`config.mk`:
```
export PLATFORM = sky130hd
export DESIGN_NAME = conv3x3_stream_engine
export DESIGN_NICKNAME = d
export VERILOG_FILES = /design/src/rtl/conv3x3_stream_engine.sv
export SDC_FILE = /design/constraint.sdc
export NUM_CORES = 2
export LEC_CHECK = 0
export BUFFER_PORTS_ARGS = -buffer_cell sky130_fd_sc_hd__clkbuf_2
export CAP_MARGIN = 10
export CORE_ASPECT_RATIO = 1.4
export CORE_MARGIN = 3
export CORE_UTILIZATION = 34
export DETAILED_ROUTE_END_ITERATION = 10
export GPL_TIMING_DRIVEN = 0
export SKIP_LAST_GASP = 1
export SYNTH_ARGS = -nofsm -noshare
export SYNTH_HDL_FRONTEND = slang
export SYNTH_SLANG_ARGS = --single-unit
```
`constraint.sdc`:
```
create_clock -name clk -period 10.31 [get_ports clk]
set_clock_uncertainty 0.2 [all_clocks]
set_input_delay 1.031 -clock clk [delete_from_list [all_inputs] [get_ports clk]]
set_output_delay 1.031 -clock clk [all_outputs]
set_load 0.05 [all_outputs]
```
`src/rtl/conv3x3_stream_engine.sv`:
```
// Streaming 3x3 convolution: raster-order pixels in, one signed result per
// fully populated window out, two cycles after the completing pixel.
module conv3x3_stream_engine #(
  parameter int DATA_WIDTH   = 8,
  parameter int WEIGHT_WIDTH = 8,
  parameter int OUT_WIDTH    = 32,
  parameter int IMG_WIDTH    = 28,
  parameter int IMG_HEIGHT   = 28
) (
  input  logic                      clk,
  input  logic                      rst,
  input  logic [DATA_WIDTH-1:0]     s_axis_tdata,
  input  logic                      s_axis_tvalid,
  output logic                      s_axis_tready,
  input  logic [9*WEIGHT_WIDTH-1:0] i_weights,
  output logic [OUT_WIDTH-1:0]      m_axis_tdata,
  output logic                      m_axis_tvalid,
  input  logic                      m_axis_tready,
  output logic                      m_axis_tlast
);

  localparam int CW = (IMG_WIDTH  > 1) ? $clog2(IMG_WIDTH)  : 1;
  localparam int RW = (IMG_HEIGHT > 1) ? $clog2(IMG_HEIGHT) : 1;
  // Product of a zero-extended pixel and a signed weight, then 9-way sum.
  localparam int PW = DATA_WIDTH + WEIGHT_WIDTH + 1;
  localparam int SW = PW + 4;
  localparam int AW = (SW > OUT_WIDTH) ? SW : OUT_WIDTH;

  logic                    w_beat;
  logic [CW-1:0]           r_col;
  logic [RW-1:0]           r_row;
  logic [DATA_WIDTH-1:0]   r_lb1 [IMG_WIDTH];
  logic [DATA_WIDTH-1:0]   r_lb2 [IMG_WIDTH];
  logic [DATA_WIDTH-1:0]   w_lb1;
  logic [DATA_WIDTH-1:0]   w_lb2;
  logic [DATA_WIDTH-1:0]   r_win [9];
  logic                    r_wvalid;
  logic                    r_wlast;
  logic signed [WEIGHT_WIDTH-1:0] w_wt [9];
  logic signed [PW-1:0]    r_prod [9];
  logic                    r_pvalid;
  logic                    r_plast;
  logic signed [AW-1:0]    w_sum;
  logic                    w_unused;

  assign s_axis_tready = 1'b1;
  assign w_beat        = s_axis_tvalid;
  assign w_unused      = m_axis_tready;

  // Raster position of the beat being accepted this cycle.
  always_ff @(posedge clk or posedge rst) begin
    if (rst) begin
      r_col <= '0;
      r_row <= '0;
    end else if (w_beat) begin
      if (r_col == CW'(IMG_WIDTH - 1)) begin
        r_col <= '0;
        if (r_row == RW'(IMG_HEIGHT - 1)) r_row <= '0;
        else                              r_row <= r_row + RW'(1);
      end else begin
        r_col <= r_col + CW'(1);
      end
    end
  end

  // Line buffers indexed by column: reading slot col yields the pixel of the
  // same column one (lb1) and two (lb2) rows up, equivalent to depth-W FIFOs.
  assign w_lb1 = r_lb1[r_col];
  assign w_lb2 = r_lb2[r_col];

  // Line buffer update; contents are don't-care after reset.
  always_ff @(posedge clk) begin
    if (w_beat) begin
      r_lb1[r_col] <= s_axis_tdata;
      r_lb2[r_col] <= w_lb1;
    end
  end

  // Window shift-left with new right column, plus window valid/last flags.
  always_ff @(posedge clk or posedge rst) begin
    if (rst) begin
      for (int unsigned k = 0; k < 9; k++) r_win[k] <= '0;
      r_wvalid <= 1'b0;
      r_wlast  <= 1'b0;
    end else begin
      r_wvalid <= w_beat && (r_row >= RW'(2)) && (r_col >= CW'(2));
      r_wlast  <= w_beat && (r_row == RW'(IMG_HEIGHT - 1)) &&
                  (r_col == CW'(IMG_WIDTH - 1));
      if (w_beat) begin
        r_win[0] <= r_win[1];
        r_win[1] <= r_win[2];
        r_win[2] <= w_lb2;
        r_win[3] <= r_win[4];
        r_win[4] <= r_win[5];
        r_win[5] <= w_lb1;
        r_win[6] <= r_win[7];
        r_win[7] <= r_win[8];
        r_win[8] <= s_axis_tdata;
      end
    end
  end

  // Unpack kernel taps.
  always_comb begin
    for (int unsigned k = 0; k < 9; k++) begin
      w_wt[k] = i_weights[k*WEIGHT_WIDTH +: WEIGHT_WIDTH];
    end
  end

  // Multiply stage: one signed product per tap.
  always_ff @(posedge clk or posedge rst) begin
    if (rst) begin
      for (int unsigned k = 0; k < 9; k++) r_prod[k] <= '0;
      r_pvalid <= 1'b0;
      r_plast  <= 1'b0;
    end else begin
      r_pvalid <= r_wvalid;
      r_plast  <= r_wlast;
      if (r_wvalid) begin
        for (int unsigned k = 0; k < 9; k++) begin
          r_prod[k] <= PW'($signed({1'b0, r_win[k]})) * PW'(w_wt[k]);
        end
      end
    end
  end

  // Full-precision sum of the nine products.
  always_comb begin
    w_sum = '0;
    for (int unsigned k = 0; k < 9; k++) begin
      w_sum = w_sum + AW'(r_prod[k]);
    end
  end

  // Output register; data holds while no result is valid.
  always_ff @(posedge clk or posedge rst) begin
    if (rst) begin
      m_axis_tdata  <= '0;
      m_axis_tvalid <= 1'b0;
      m_axis_tlast  <= 1'b0;
    end else begin
      m_axis_tvalid <= r_pvalid;
      m_axis_tlast  <= r_plast;
      if (r_pvalid) m_axis_tdata <= w_sum[OUT_WIDTH-1:0];
    end
  end

endmodule

```
* After elaboration in Yosys (flattened, before gate mapping)
Memory sizes are Yosys's and may differ from the RTL's. A register that Yosys moved wholly into a read port is not among the register bits.
Index checks and enable logic that the tools add are counted.
** Word-level totals
- Flip-flop bits (word level) :: 265
- Memory bits (writable) :: 448
- Input port bits :: 84
- Output and inout bits :: 35
- Memories kept :: 2
** Memory list
- r_lb1 :: words 28, width 8, read ports 1, clocked after Yosys merged registers in 0, wr ports 1, RTL line 32 : logic [DATA_WIDTH-1:0] r_lb1 [IMG_WIDTH];
- r_lb2 :: words 28, width 8, read ports 1, clocked after Yosys merged registers in 1, wr ports 1, RTL line 33 : logic [DATA_WIDTH-1:0] r_lb2 [IMG_WIDTH];
** Cells by class
- Add/sub/neg operators :: 10
- $mul :: 9
- $lt $le $gt $ge :: 2
- Equal/unequal tests :: 2
- Muxes and demuxes :: 4
- Reductions and logical operators :: 5
** Operators by type and width (number)
- $mul A9 B8 Y17 :: 9
- $add A24 B17 Y25 :: 1
- $add A23 B17 Y24 :: 1
- $add A22 B17 Y23 :: 1
- $add A21 B17 Y22 :: 1
- $add A20 B17 Y21 :: 1
- $add A19 B17 Y20 :: 1
- $add A18 B17 Y19 :: 1
- $add A17 B17 Y18 :: 1
- $add A5 B1 Y5 const B :: 2
- $eq A5 B5 Y1 const B :: 2
- $ge A5 B2 Y1 const B :: 2
- $mux W5 :: 2
- $logic_and A1 B1 Y1 :: 4
- $mux W1 :: 2
- $reduce_and A2 Y1 :: 1

* Depth between registers and ports, before layout
- Word-level depth :: 8
- Gate-level depth with buffers :: 17

* Least setup slack after synthesis
OpenSTA, ideal clock, no wires.
- Path kind :: in2reg
- Start :: in i_weights[2]
- End :: reg r_prod[150] (netlist name)
- Setup time :: 125 ps
- Arrival time :: 4714 ps
- Data required time :: 9985 ps
- Slack :: 5271 ps
- Stages :: 14
- Buffers on the path :: 0
- Path through :: and2_1 -> fa_1 -> inv_1 -> fa_1 -> inv_1 -> fa_1 -> fa_1 -> ha_1 -> o21a_1 -> o31a_1 -> nor4_1 -> o311ai_0 -> xnor2_1 -> mux2_2
** On the way
- Word-level cells in the longest chain between the ends :: 1
** RTL lines
- from (decl) :: RTL line 15 : input logic [9*WEIGHT_WIDTH-1:0] i_weights,
- $mul A9 B8 Y17 :: RTL line 121 : r_prod[k] <= PW'($signed({1'b0, r_win[k]})) * PW'(w_wt[k]);
- to (signal, indexed assignment) :: RTL line 121
- to (decl) :: RTL line 40 : logic signed [PW-1:0] r_prod [9];
Every way passes these cells.
A chain may end at the register's enable or synchronous reset.

* Worst setup path after layout
- Start :: reg r_prod[104] (netlist name)
- End :: reg m_axis_tdata[16]
** On the way
- Word-level cells in the longest chain between the ends :: 7
** RTL lines
- $add A18 B17 Y19 :: RTL line 131 : w_sum = w_sum + AW'(r_prod[k]);
- $add A19 B17 Y20 :: RTL line 131
- $add A20 B17 Y21 :: RTL line 131
- $add A21 B17 Y22 :: RTL line 131
- $add A22 B17 Y23 :: RTL line 131
- $add A23 B17 Y24 :: RTL line 131
- $add A24 B17 Y25 :: RTL line 131
- to (signal assigned) :: RTL line 144 : if (r_pvalid) m_axis_tdata <= w_sum[OUT_WIDTH-1:0];
- to (decl) :: RTL line 16 : output logic [OUT_WIDTH-1:0] m_axis_tdata,
Every way passes these cells.

==> metrics.yaml <==
via_count: 32300
grt-ovfl-total: 0
ios: 119
finalNetCount: 5463
reg2reg_depth: 14
fin_util: 0.386
status: "finished clean"
hold_viol_final: 0
synth_fp_nets: 5226
drive_gt1_frac: 0.133
drc: 0
setup_viol: 0
ctsHoldBuffers: 0
grt_pass1_wl_um: 204000
port_buffers: 116
grt.total_usage: 0.171
worstPathArrival_ps: 5610
crit_type: "reg -> reg"
ys_warn_count: 0
async_flop_share: 0.373
hold_depth: 0
fmaxAchievable_mhz: 190
fill_cells: 14100
cts_buffers: 74
synth_edf_count: 448
avgSynthCellArea_um2: 11.9
area_growth_pct: 12.4
cts_root_buf: "clkbuf_16"
drtIter0Drc: 2253
synth_ff_type: "edfxtp_1"
coreArea_um2: 148000
dp_hpwl_um: 102000
critPathCaptureType: "register"
start_util: 0.343
slew_violations: 0
netlist_area_um2: 50800
ys_ff_latch: 714
place.gp.congestion: 0.914
wl_per_cell_um: 20.1
cts.repair.resized: 0
holdWs_ps: 164
start_kind: "register"
rsz0062_at_grt: "no"
die-area_um2: 154000
finalWirelength_um: 131000
grt_pass1_vias: 34100
rows: 167
synth_cells: 4272
tns_ps: 0
final.min_clock_period_ps: 5270
synth_cell_type_count: 74
cap_violations: 0
chipHeight_um: 464
viasPerCell: 4.95
cts_tree: "yes"
grt_start_max_net_pins: 104
critPathRequiredTime_ps: 10650
cts.sinks: 714
yosysSeqAreaShare: 0.396
drt_first_pass_iters: 5
clk_pin_slew_ps: 60
worstMarginPinSlew_ps: 1250
hp-class: "reg -> reg"
die_w_um: 333
maxSlewHeadroom: 0.169
clk_latency_ps: 700
crit_fanout: 5
ant_nets: 0
ctsHtreeMaxLevel: 3
cts_setup_buffers: 0
clockBufferDepth: 3
antenna_found_initial: 11
final.period_utilization: 0.511
-- final timing paths --
kind                        startpoint                to  slack (ps)
setup / recovery           r_prod[104]  m_axis_tdata[16]        5040
hold / removal                 r_wlast           r_plast         160
setup reg to reg           r_prod[104]  m_axis_tdata[16]        5040
hold reg to reg                r_wlast           r_plast         160
max in group asynchronous          rst         r_win[15]        8230
min in group asynchronous          rst         r_win[69]         210
-- registers in the layout, summed over array words and instances (netlist names) --
register,flops
r_lb2,224
m_axis_tlast,1
r_lb1,224
r_wlast,1
r_col,5
r_win,72
r_pvalid,1
r_wvalid,1
m_axis_tdata,25
m_axis_tvalid,1
r_plast,1
r_row,5
r_prod,153
-- layout make-up --
| class | instances | area [µm²] | area share |
|---|---|---|---|
| tap | 1943 | 2430 | 0.0425 |
| buffer | 138 | 652 | 0.0114 |
| antenna | 6 | 15.0 | 0.000263 |
| timing repair buffer | 161 | 1220 | 0.0213 |
| clock inverter | 50 | 626 | 0.0109 |
| sequential | 714 | 20100 | 0.352 |
| inverter | 750 | 2820 | 0.0494 |
| clock buffer | 87 | 1940 | 0.0340 |
| multi-input combinational | 2670 | 27300 | 0.478 |
-- cells in the mapped netlist (all sizes together) (91+ instances only) --
| master | count | area (µm²) |
|---|---|---|
| ha | 415 | 5190 |
| nand2 | 340 | 1280 |
| fa | 455 | 9110 |
| inv | 749 | 2810 |
| mux2 | 141 | 1600 |
| and2 | 285 | 1780 |
| clkbuf | 91 | 342 |
| o21ai | 123 | 616 |
| edfxtp | 448 | 13500 |
| dfrtp | 266 | 6660 |
| mux4 | 109 | 2460 |
| nor2 | 150 | 563 |
-- routing by layer --
layer | track usage | wire, µm | up-vias
li1 | - | - | 14700
met1 | 0.202 | 50700 | 16600
met2 | 0.317 | 69700 | 787
met3 | 0.0233 | 6270 | 188
met4 | 0.0615 | 4540 | 2
met5 | 0 | 17 | -
-- worst max-delay path, stage by stage (launching register included) --
cell and delay [ps]:
dfrtp_1 400, fa_1 740, fa_1 530, fa_1 550, inv_1 50, fa_1 480
inv_1 40, ha_1 200, fa_1 490, a211oi_1 320, nor2_1 90, o31ai_1 370
o221a_2 350, mux2i_1 90, a211o_1 260
-- kinds of logic (layout without fill, tap and decap cells) --
| family | count (synthesis) | count (layout) | synth area share |
|---|---|---|---|
| AOI/OAI and AO/OA | 456 | 456 | 0.0589 |
| xor gates and xnor gates | 91 | 91 | 0.0157 |
| adders and majority gates | 870 | 870 | 0.281 |
| buffers and inverters | 888 | 1186 | 0.0682 |
| DFF | 714 | 714 | 0.396 |
| muxes | 287 | 287 | 0.0870 |
| other | 1 | 7 | 0.0000738 |
| and+or+nand+nor | 965 | 965 | 0.0932 |
-- per-stage QoR --
| step | area (µm²) | cells | setup WS (ps) |
|---|---|---|---|
| 3_3_place_gp | 53800 | 6331 | -1930 |
| 4_1_cts | 57100 | 6513 | 5030 |
| 5_1_grt | 57100 | 6513 | 4850 |
| 2_1_floorplan | 50800 | 4272 | 1750 |
| 3_5_place_dp | 54600 | 6376 | 4510 |
| 6_report | 57200 | 6519 | 5040 |
-- placed cells by master, fill, tap and decap left out, types with 16 or more instances in the layout --
cell	instances
xor2_1	25
nand2_1	340
a21oi_1	87
mux2_2	139
clkbuf_16	74
nor2_2	27
dfrtp_1	266
and2_1	285
buf_2	24
a211oi_1	20
nand3_1	43
buf_8	28
fa_1	455
nor3_1	27
clkbuf_2	116
ha_1	415
mux4_2	108
inv_1	748
buf_4	21
clkbuf_1	100
o31ai_1	16
o21a_1	29
nand2b_1	56
nor2_1	123
xnor2_1	66
mux2i_1	37
clkinv_1	17
o21ai_0	121
a22oi_1	30
edfxtp_1	448
a21o_1	44
and3_1	19
Power is not shown: default switching activity piles up to over one toggle a cycle in this logic, so the estimate is an artifact.
